$ cat src/rtl/fp_add_writeback_stage.sv
// Writeback stage for the FP32 adder: converts the recoded sum to IEEE binary32,
// buffers it in a 2-entry in-order FIFO and keeps sticky exception flags.
module fp_add_writeback_stage #(
    parameter int TAG_W = 4
) (
    input  logic             clock,
    input  logic             reset,
    input  logic             in_valid,
    output logic             in_ready,
    input  logic [32:0]      in_data,
    input  logic [4:0]       in_exceptionFlags,
    input  logic [TAG_W-1:0] in_tag,
    output logic             out_valid,
    input  logic             out_ready,
    output logic [31:0]      out_data,
    output logic [4:0]       out_flags,
    output logic [TAG_W-1:0] out_tag,
    output logic [4:0]       fflags,
    input  logic             fflags_clear,
    output logic [1:0]       count
);

    localparam int ENTRY_W = 32 + 5 + TAG_W;

    // Recoded exponent is biased by 129 relative to IEEE; anything below 130
    // that is not a zero lands in the IEEE subnormal range.
    function automatic logic [31:0] recode_to_ieee(input logic [32:0] rec);
        logic [8:0]  exp_v;
        logic [8:0]  shamt_v;
        logic [7:0]  norm_exp_v;
        logic [22:0] sub_frac_v;
        logic [31:0] res_v;
        exp_v      = rec[31:23];
        norm_exp_v = exp_v[7:0] - 8'd129;
        shamt_v    = 9'd130 - exp_v;
        sub_frac_v = 23'({1'b1, rec[22:0]} >> shamt_v);
        if (exp_v[8:7] == 2'b11) begin
            if (exp_v[6]) begin
                res_v = {rec[32], 8'hFF, rec[22:0]};
            end else begin
                res_v = {rec[32], 8'hFF, 23'h000000};
            end
        end else if (exp_v[8:6] == 3'b000) begin
            res_v = {rec[32], 31'h00000000};
        end else if (exp_v >= 9'd130) begin
            res_v = {rec[32], norm_exp_v, rec[22:0]};
        end else begin
            res_v = {rec[32], 8'h00, sub_frac_v};
        end
        return res_v;
    endfunction

    logic [ENTRY_W-1:0] slot0_r;
    logic [ENTRY_W-1:0] slot1_r;
    logic [1:0]         count_r;
    logic [4:0]         fflags_r;
    logic [ENTRY_W-1:0] new_entry_s;
    logic               accept_s;
    logic               pop_s;

    // Handshake decode and conversion of the incoming result.
    always_comb begin
        in_ready    = (count_r != 2'd2) & reset;
        out_valid   = (count_r != 2'd0);
        accept_s    = in_valid & in_ready;
        pop_s       = out_valid & out_ready;
        new_entry_s = {recode_to_ieee(in_data), in_exceptionFlags, in_tag};
    end

    // FIFO storage: slot0 is always the head, slot1 the second entry.
    always_ff @(posedge clock) begin
        if (!reset) begin
            slot0_r <= '0;
            slot1_r <= '0;
            count_r <= 2'd0;
        end else begin
            case ({accept_s, pop_s})
                2'b10: begin
                    if (count_r == 2'd0) begin
                        slot0_r <= new_entry_s;
                    end else begin
                        slot1_r <= new_entry_s;
                    end
                    count_r <= count_r + 2'd1;
                end
                2'b01: begin
                    slot0_r <= slot1_r;
                    count_r <= count_r - 2'd1;
                end
                2'b11: begin
                    // With one entry the newcomer goes straight to the head.
                    if (count_r == 2'd1) begin
                        slot0_r <= new_entry_s;
                    end else begin
                        slot0_r <= slot1_r;
                        slot1_r <= new_entry_s;
                    end
                end
                default: begin
                    count_r <= count_r;
                end
            endcase
        end
    end

    // Sticky flag accumulator; a clear in the same cycle as an accept keeps only the new flags.
    always_ff @(posedge clock) begin
        if (!reset) begin
            fflags_r <= 5'b00000;
        end else begin
            case ({accept_s, fflags_clear})
                2'b10:   fflags_r <= fflags_r | in_exceptionFlags;
                2'b01:   fflags_r <= 5'b00000;
                2'b11:   fflags_r <= in_exceptionFlags;
                default: fflags_r <= fflags_r;
            endcase
        end
    end

    assign out_data  = slot0_r[ENTRY_W-1 -: 32];
    assign out_flags = slot0_r[TAG_W +: 5];
    assign out_tag   = slot0_r[TAG_W-1:0];
    assign fflags    = fflags_r;
    assign count     = count_r;

endmodule

$ cat config.mk
export PLATFORM = sky130hd
export DESIGN_NAME = fp_add_writeback_stage
export DESIGN_NICKNAME = d
export VERILOG_FILES = /design/src/rtl/fp_add_writeback_stage.sv
export SDC_FILE = /design/constraint.sdc
export NUM_CORES = 1
export LEC_CHECK = 0
export BUFFER_PORTS_ARGS = -buffer_cell sky130_fd_sc_hd__buf_2
export CAP_MARGIN = 20
export CORE_ASPECT_RATIO = 0.7
export CORE_UTILIZATION = 57
export CTS_CLUSTER_DIAMETER = 50
export DETAILED_ROUTE_END_ITERATION = 16
export PLACE_DENSITY = 0.91
export SLEW_MARGIN = 20
export SYNTH_ARGS = -nofsm -noshare
export SYNTH_HDL_FRONTEND = slang
export SYNTH_SLANG_ARGS = --single-unit
$ cat constraint.sdc
create_clock -name clock -period 4 [get_ports clock]
set_input_delay 0.4 -clock clock [delete_from_list [all_inputs] [get_ports clock]]
set_output_delay 0.4 -clock clock [all_outputs]
set_load 0.05 [all_outputs]
## After elaboration in Yosys (flattened, before gate mapping)

Cells that the tools add are included.

- Word-level logic and storage cells: 47
- Bits in writable memories: 0
- Memories kept: 0
- Memory bits (read-only): 0
- Output and inout port bits: 50
- Register bits: 89
- Latch bits: 0

- Multiply operators: 0
- Multiplexer cells: 12
- Shift operators: 1
- Divide/modulo/power cells: 0
- Equality and inequality tests: 12
- Bitwise operators: 4
- Order comparisons: 1
- Add/sub/neg operators: 4
- Reductions and logical operators: 9

Operators with widths:

| operator | number |
|---|---|
| 41-bit two-way mux | 4 |
| 41-bit case mux with 3 select lines | 1 |
| 31-bit two-way mux | 3 |
| 41-bit case mux with 2 select lines | 1 |
| 24-bit by 9-bit >> shifter with 23-bit output | 1 |
| 23-bit two-way mux | 1 |
| 5-bit case mux with 3 select lines | 1 |
| 2-bit equality test, second input constant | 5 |
| 9-bit by 8-bit greater-or-equal comparator with 1-bit output, second input constant | 1 |
| 8-bit by 9-bit subtractor with 9-bit output, first input constant | 1 |
| 2-bit != test, second input constant | 4 |
| 8-bit subtractor, second input constant | 1 |
| 2-bit by 1-bit equality test with 1-bit output, second input constant | 3 |
| 2-bit nonzero test | 3 |
| 3-bit nonzero test | 2 |
| 5-bit OR | 1 |
| 2-bit case mux with 2 select lines | 1 |
| 1-bit bitwise AND | 3 |
| 3-bit zero test | 1 |
| 3-bit AND reduction | 1 |
| 2-bit by 1-bit adder with 2-bit output, second input constant | 1 |
| 2-bit zero test | 1 |
| 2-bit AND reduction | 1 |
| 2-bit by 1-bit subtractor with 2-bit output, second input constant | 1 |

## Logic depth before layout (Yosys ltp)

- Word-level depth: 7
- Mapped depth: 13

## Least setup slack after synthesis

Ideal clock, no wire load.

- Path type: input -> register
- Start point: input in_data[23]
- End point: register slot1_r[9]
- Arrival: 3232 ps
- Stages: 12
- Setup slack: 697 ps
- Library setup time: 71 ps
- Buffers on the path: 5
- Cell sequence: buf_4 -> buf_4 -> buf_4 -> clkinv_1 -> ha_1 -> buf_2 -> clkbuf_1 -> mux2_2 -> mux2i_1 -> a221oi_1 -> nor3_1 -> o2bb2ai_1

- Word-level cells in the longest chain between the ends: 7
- Elaborated cells between the ends (all ways): 9

Ends and longest elaborated chain:

| what | RTL line | RTL |
|---|---|---|
| start, declared | 10 | `input logic [32:0] in_data,` |
| 8-bit by 9-bit subtractor with 9-bit output | 35 | `shamt_v = 9'd130 - exp_v;` |
| 24-bit by 9-bit >> shifter with 23-bit output | 36 | `sub_frac_v = 23'({1'b1, rec[22:0]} >> shamt_v);` |
| 31-bit two-way mux * | 45 | `end else if (exp_v >= 9'd130) begin` |
| 31-bit two-way mux * | 43 | `end else if (exp_v[8:6] == 3'b000) begin` |
| 31-bit two-way mux * | 37 | `if (exp_v[8:7] == 2'b11) begin` |
| 41-bit two-way mux, on equally long branches | 92, 79 |  |
| 41-bit case mux with 2 select lines * | 77 | `case ({accept_s, pop_s})` |
| end signal, assigned | 82 | `slot1_r <= new_entry_s;` |
| end signal, assigned | 96 | `slot1_r <= new_entry_s;` |
| end, declared | 54 | `logic [ENTRY_W-1:0] slot1_r;` |

Every way passes the cells marked *; elsewhere a longest branch is shown, timed or not. The select of a mux whose other input is x is not followed.
A chain may end at the register's enable or synchronous reset.

## Worst setup path in the final report

- Start point: register count_r[0], in the netlist count[0]
- End point: register slot0_r[19]

- Word-level cells in the longest chain between the ends: 6
- Elaborated cells between the ends (all ways): 15

Ends and longest elaborated chain:

| what | RTL line | RTL |
|---|---|---|
| start, declared | 55 | `logic [1:0] count_r;` |
| start signal, assigned | 84 | `count_r <= count_r + 2'd1;` |
| start signal, assigned | 88 | `count_r <= count_r - 2'd1;` |
| start signal, assigned | 100 | `count_r <= count_r;` |
| 2-bit != test | 63 | `in_ready = (count_r != 2'd2) & reset;` |
| 1-bit bitwise AND | 63 |  |
| 1-bit bitwise AND | 65 | `accept_s = in_valid & in_ready;` |
| 2-bit equality test or 2-bit by 1-bit equality test with 1-bit output (tied branches) | 77 |  |
| 2-bit != test (no line) or 3-bit nonzero test (tied branches) | n/a |  |
| 2-bit AND reduction (no line) | n/a |  |
| end signal, assigned | 80 | `slot0_r <= new_entry_s;` |
| end signal, assigned | 87 | `slot0_r <= slot1_r;` |
| end signal, assigned | 93 | `slot0_r <= new_entry_s;` |
| end, declared | 53 | `logic [ENTRY_W-1:0] slot0_r;` |

Several ways; a longest one is shown, not always the timed one.

==> flow_metrics.py <==
metrics = {
    "sta": {
        "fin_setup_tns_ns": 0,
        "fin_worst_skew_ns": 0.00751,
        "drv_slew": 0,
        "fin_crit_ns": 3.18,
        "worstMarginPinSlew_ns": 1.14,
        "fin_crit_sh": 0.794,
        "slew_headroom": 0.242,
        "rsz0062_at_grt": "no",
        "setup_viol_count_final": 0,
        "hold_slack_ns": 0.310,
        "fmaxAchievable_ghz": 0.315,
        "hold_viol_final": 0,
    },
    "synthesis": {
        "synth_edf_count": 0,
        "syn-instance-count": 674,
        "synth_nets": 730,
        "ys_top_cells_by_area": "dfxtp_1, a221oi_1, mux4_2",
        "synth_cell_types": 70,
        "yosysMostFrequentCell": "dfxtp_1",
        "synth_area_sq_um": 5730,
        "ys_warn_count": 0,
        "synth-seq-area-share": 0.311,
        "ys_ff_latch": 89,
        "ys.flop_type": "dfxtp_1",
        "syn_area_per_cell_sq_um": 8.51,
        "synth_top_cell_area_share": 0.311,
        "yosysTopAreaCell": "dfxtp_1",
        "async_flop_share": 0,
        "synth_commonest_cells": "dfxtp_1, nand2_1, a21oi_1",
    },
    "floorplan": {
        "die_area_sq_um": 10500,
        "ios": 97,
        "core_area_sq_um": 9720,
        "start_util": 0.590,
        "die_w_microns": 122,
        "rows": 30,
        "die_h_microns": 85.9,
    },
    "drt": {
        "drtIter0Drc": 889,
        "postRouteAntennaNets": 0,
        "drt-pass1-iter-count": 5,
        "route.detailed.vias_per_inst": 7.09,
        "wl_microns": 19100,
        "vias": 6207,
        "drc": 0,
        "wl_per_cell_microns": 21.8,
    },
    "pwr": {
        "ir_worst_vdd_uv": 515,
        "netSwitchingPower_mw": 2.13,
        "power_mw": 4.61,
        "seqPwrFrac": 0.280,
        "p_leak_nw": 2.72,
        "combinationalPowerShare": 0.492,
        "power.internal_mw": 2.47,
        "p_sw_frac": 0.463,
        "powerDensity_nw_per_um2": 695,
        "clock_power_share": 0.229,
    },
    "grt": {
        "grt_overflow": 0,
        "grt_pass1_wl_microns": 29600,
        "grt_max_degree": 51,
        "antenna_found_initial": 0,
        "grt_usage": 0.365,
        "grt_pass1_vias": 5502,
    },
    "worst_setup_path": {
        "endpoint_kind": "flip-flop",
        "worst-setup-path-type": "reg -> reg",
        "crit_end": "slot0_r[19]$_SDFFE_PN0P_",
        "r2r_start": "count[0]$_SDFFE_PN0P_",
        "r2r_slack_ns": 0.82,
        "crit_fanout": 10,
        "reg2regPathDepth": 11,
        "startpoint": "count[0]$_SDFFE_PN0P_",
        "critPathRequiredTime_ns": 4.29,
        "r2r_end": "slot0_r[19]$_SDFFE_PN0P_",
        "worstSetupStartpointType": "flip-flop",
        "arrival_ns": 3.46,
    },
    "cts": {
        "path_clk_slew_ns": 0.06,
        "clkLatencyLatePin_ns": 0.35,
        "cts_root_buf": "clkbuf_16",
        "cts_tree": "yes",
        "cts-hold-fix-buffers": 0,
        "cts_buffers": 9,
        "htree_levels": 3,
        "cts_setup_buffers": 0,
        "clock_sinks": 89,
        "ctsResizeCount": 0,
        "clock_path_buffers": 2,
    },
    "cells_and_area": {
        "fillers": 767,
        "area_growth_pct": 15.7,
        "layout-drive-gt1-share": 0.237,
        "num_antenna_cells": 0,
        "final_util": 0.682,
        "nNetsFinal": 799,
        "finalInstanceArea_sq_um": 6630,
    },
    "place": {
        "io_buffers": 96,
        "gp_congestion": 0.980,
        "dp_hpwl_microns": 13300,
        "placed_cell_area_sq_um": 6260,
    },
    "flow_run": {
        "cap_violations": 0,
    },
    "hold_path": {
        "hold_path_class": "in -> reg",
        "hold_depth": 3,
    },
    "outcome": {
        "status": "complete, no violations",
    },
}
critical path, stage by stage, from the launching register on:
cell     delay (ns)
dfxtp_1        0.39
inv_1          0.10
ha_1           0.25
inv_1          0.13
nand2_1        0.16
inv_1          0.18
ha_1           0.30
a21oi_1        0.11
buf_4          0.18
a21oi_1        0.87
a221o_1        0.28
o221a_2        0.18
area by class of cell:
cell class                 instances  area, sq um  share of cell area
clock buffer                      10          239              0.0360
clock inverter                     6          138              0.0207
inverter                          10         37.5             0.00566
multi-input combinational        516         3630               0.547
sequential                        89         1780               0.269
tap                              128          160              0.0241
timing repair buffer             117          651              0.0981
sequential cells by signal, summed over array words and instances (netlist names):
name     flops
slot1_r     41
slot0_r     41
count        2
fflags       5
kinds of logic after synthesis:
logic type               count (synthesis)  share of synthesized area
multiplexers                            54                      0.132
adder cells (fa/ha/maj)                  9                     0.0196
flip-flops                              89                      0.311
XOR/XNOR                                14                     0.0214
AND/OR/NAND/NOR                        198                      0.158
AO/OA/AOI/OAI                          241                      0.297
buffers and inverters                   69                     0.0604
per-stage QoR:
stage	setup slack, ns	instances
floorplan	0.697	674
global route	0.614	876
detailed placement	0.754	860
CTS	0.957	876
global placement	0.849	860
finish	0.824	876
power groups by stage:
| stage | logic (mW) | clock network [mW] | registers, mW |
|---|---|---|---|
| 2_1_floorplan | 1.04 | 0 | 1.85 |
| 3_3_place_gp | 2.14 | 0 | 1.27 |
| 3_5_place_dp | 2.18 | 0 | 1.29 |
| 4_1_cts | 2.22 | 1.05 | 1.28 |
| 5_1_grt | 2.39 | 1.09 | 1.31 |
| 6_report | 2.26 | 1.05 | 1.29 |
placed cells by master (no fill, tap or decap), drive strengths merged, types with 3 or more instances in the layout:
master	Yosys	routed
o2bb2ai	8	8
o211a	3	3
a31o	4	4
or2	3	3
nor2b	7	7
o211ai	8	8
nand3	7	7
mux4	17	17
and2	5	5
o21a	7	7
nor4	4	4
and3b	3	3
a22oi	5	5
xor2	6	6
ha	9	9
xnor2	8	8
a32o	3	3
a2bb2oi	3	3
mux2i	33	33
a32oi	4	4
nor2	53	53
a221oi	44	44
bufinv	0	4
a21oi	66	66
nand2	70	70
a211oi	9	9
a31oi	3	3
dfxtp	89	89
a21o	7	7
mux2	4	4
a21boi	4	4
nor3	32	32
o21ai	48	48
inv	9	10
clkbuf	38	10
buf	19	117
layer usage:
| layer | global-route usage | wire [microns] | vias to the layer above |
|---|---|---|---|
| li1 | - | - | 2689 |
| met1 | 0.524 | 8120 | 2948 |
| met2 | 0.529 | 8200 | 498 |
| met3 | 0.0904 | 2250 | 72 |
| met4 | 0.131 | 563 | 0 |
| met5 | 0 | 0 | - |
worst min-delay path by stage:
stage / start / to / slack [ns]
5_1_grt: in_data[32] / slot1_r[40]$_SDFFE_PN0P_ / 0.33
4_1_cts: in_tag[2] / slot1_r[2]$_SDFFE_PN0P_ / 0.31
3_3_place_gp: slot1_r[40]$_SDFFE_PN0P_ / slot1_r[40]$_SDFFE_PN0P_ / 0.44
2_1_floorplan: slot1_r[0]$_SDFFE_PN0P_ / slot1_r[0]$_SDFFE_PN0P_ / 0.44
3_5_place_dp: slot1_r[1]$_SDFFE_PN0P_ / slot1_r[1]$_SDFFE_PN0P_ / 0.45
6_report: in_tag[0] / slot1_r[0]$_SDFFE_PN0P_ / 0.31
(Power assumes the default switching activity.)
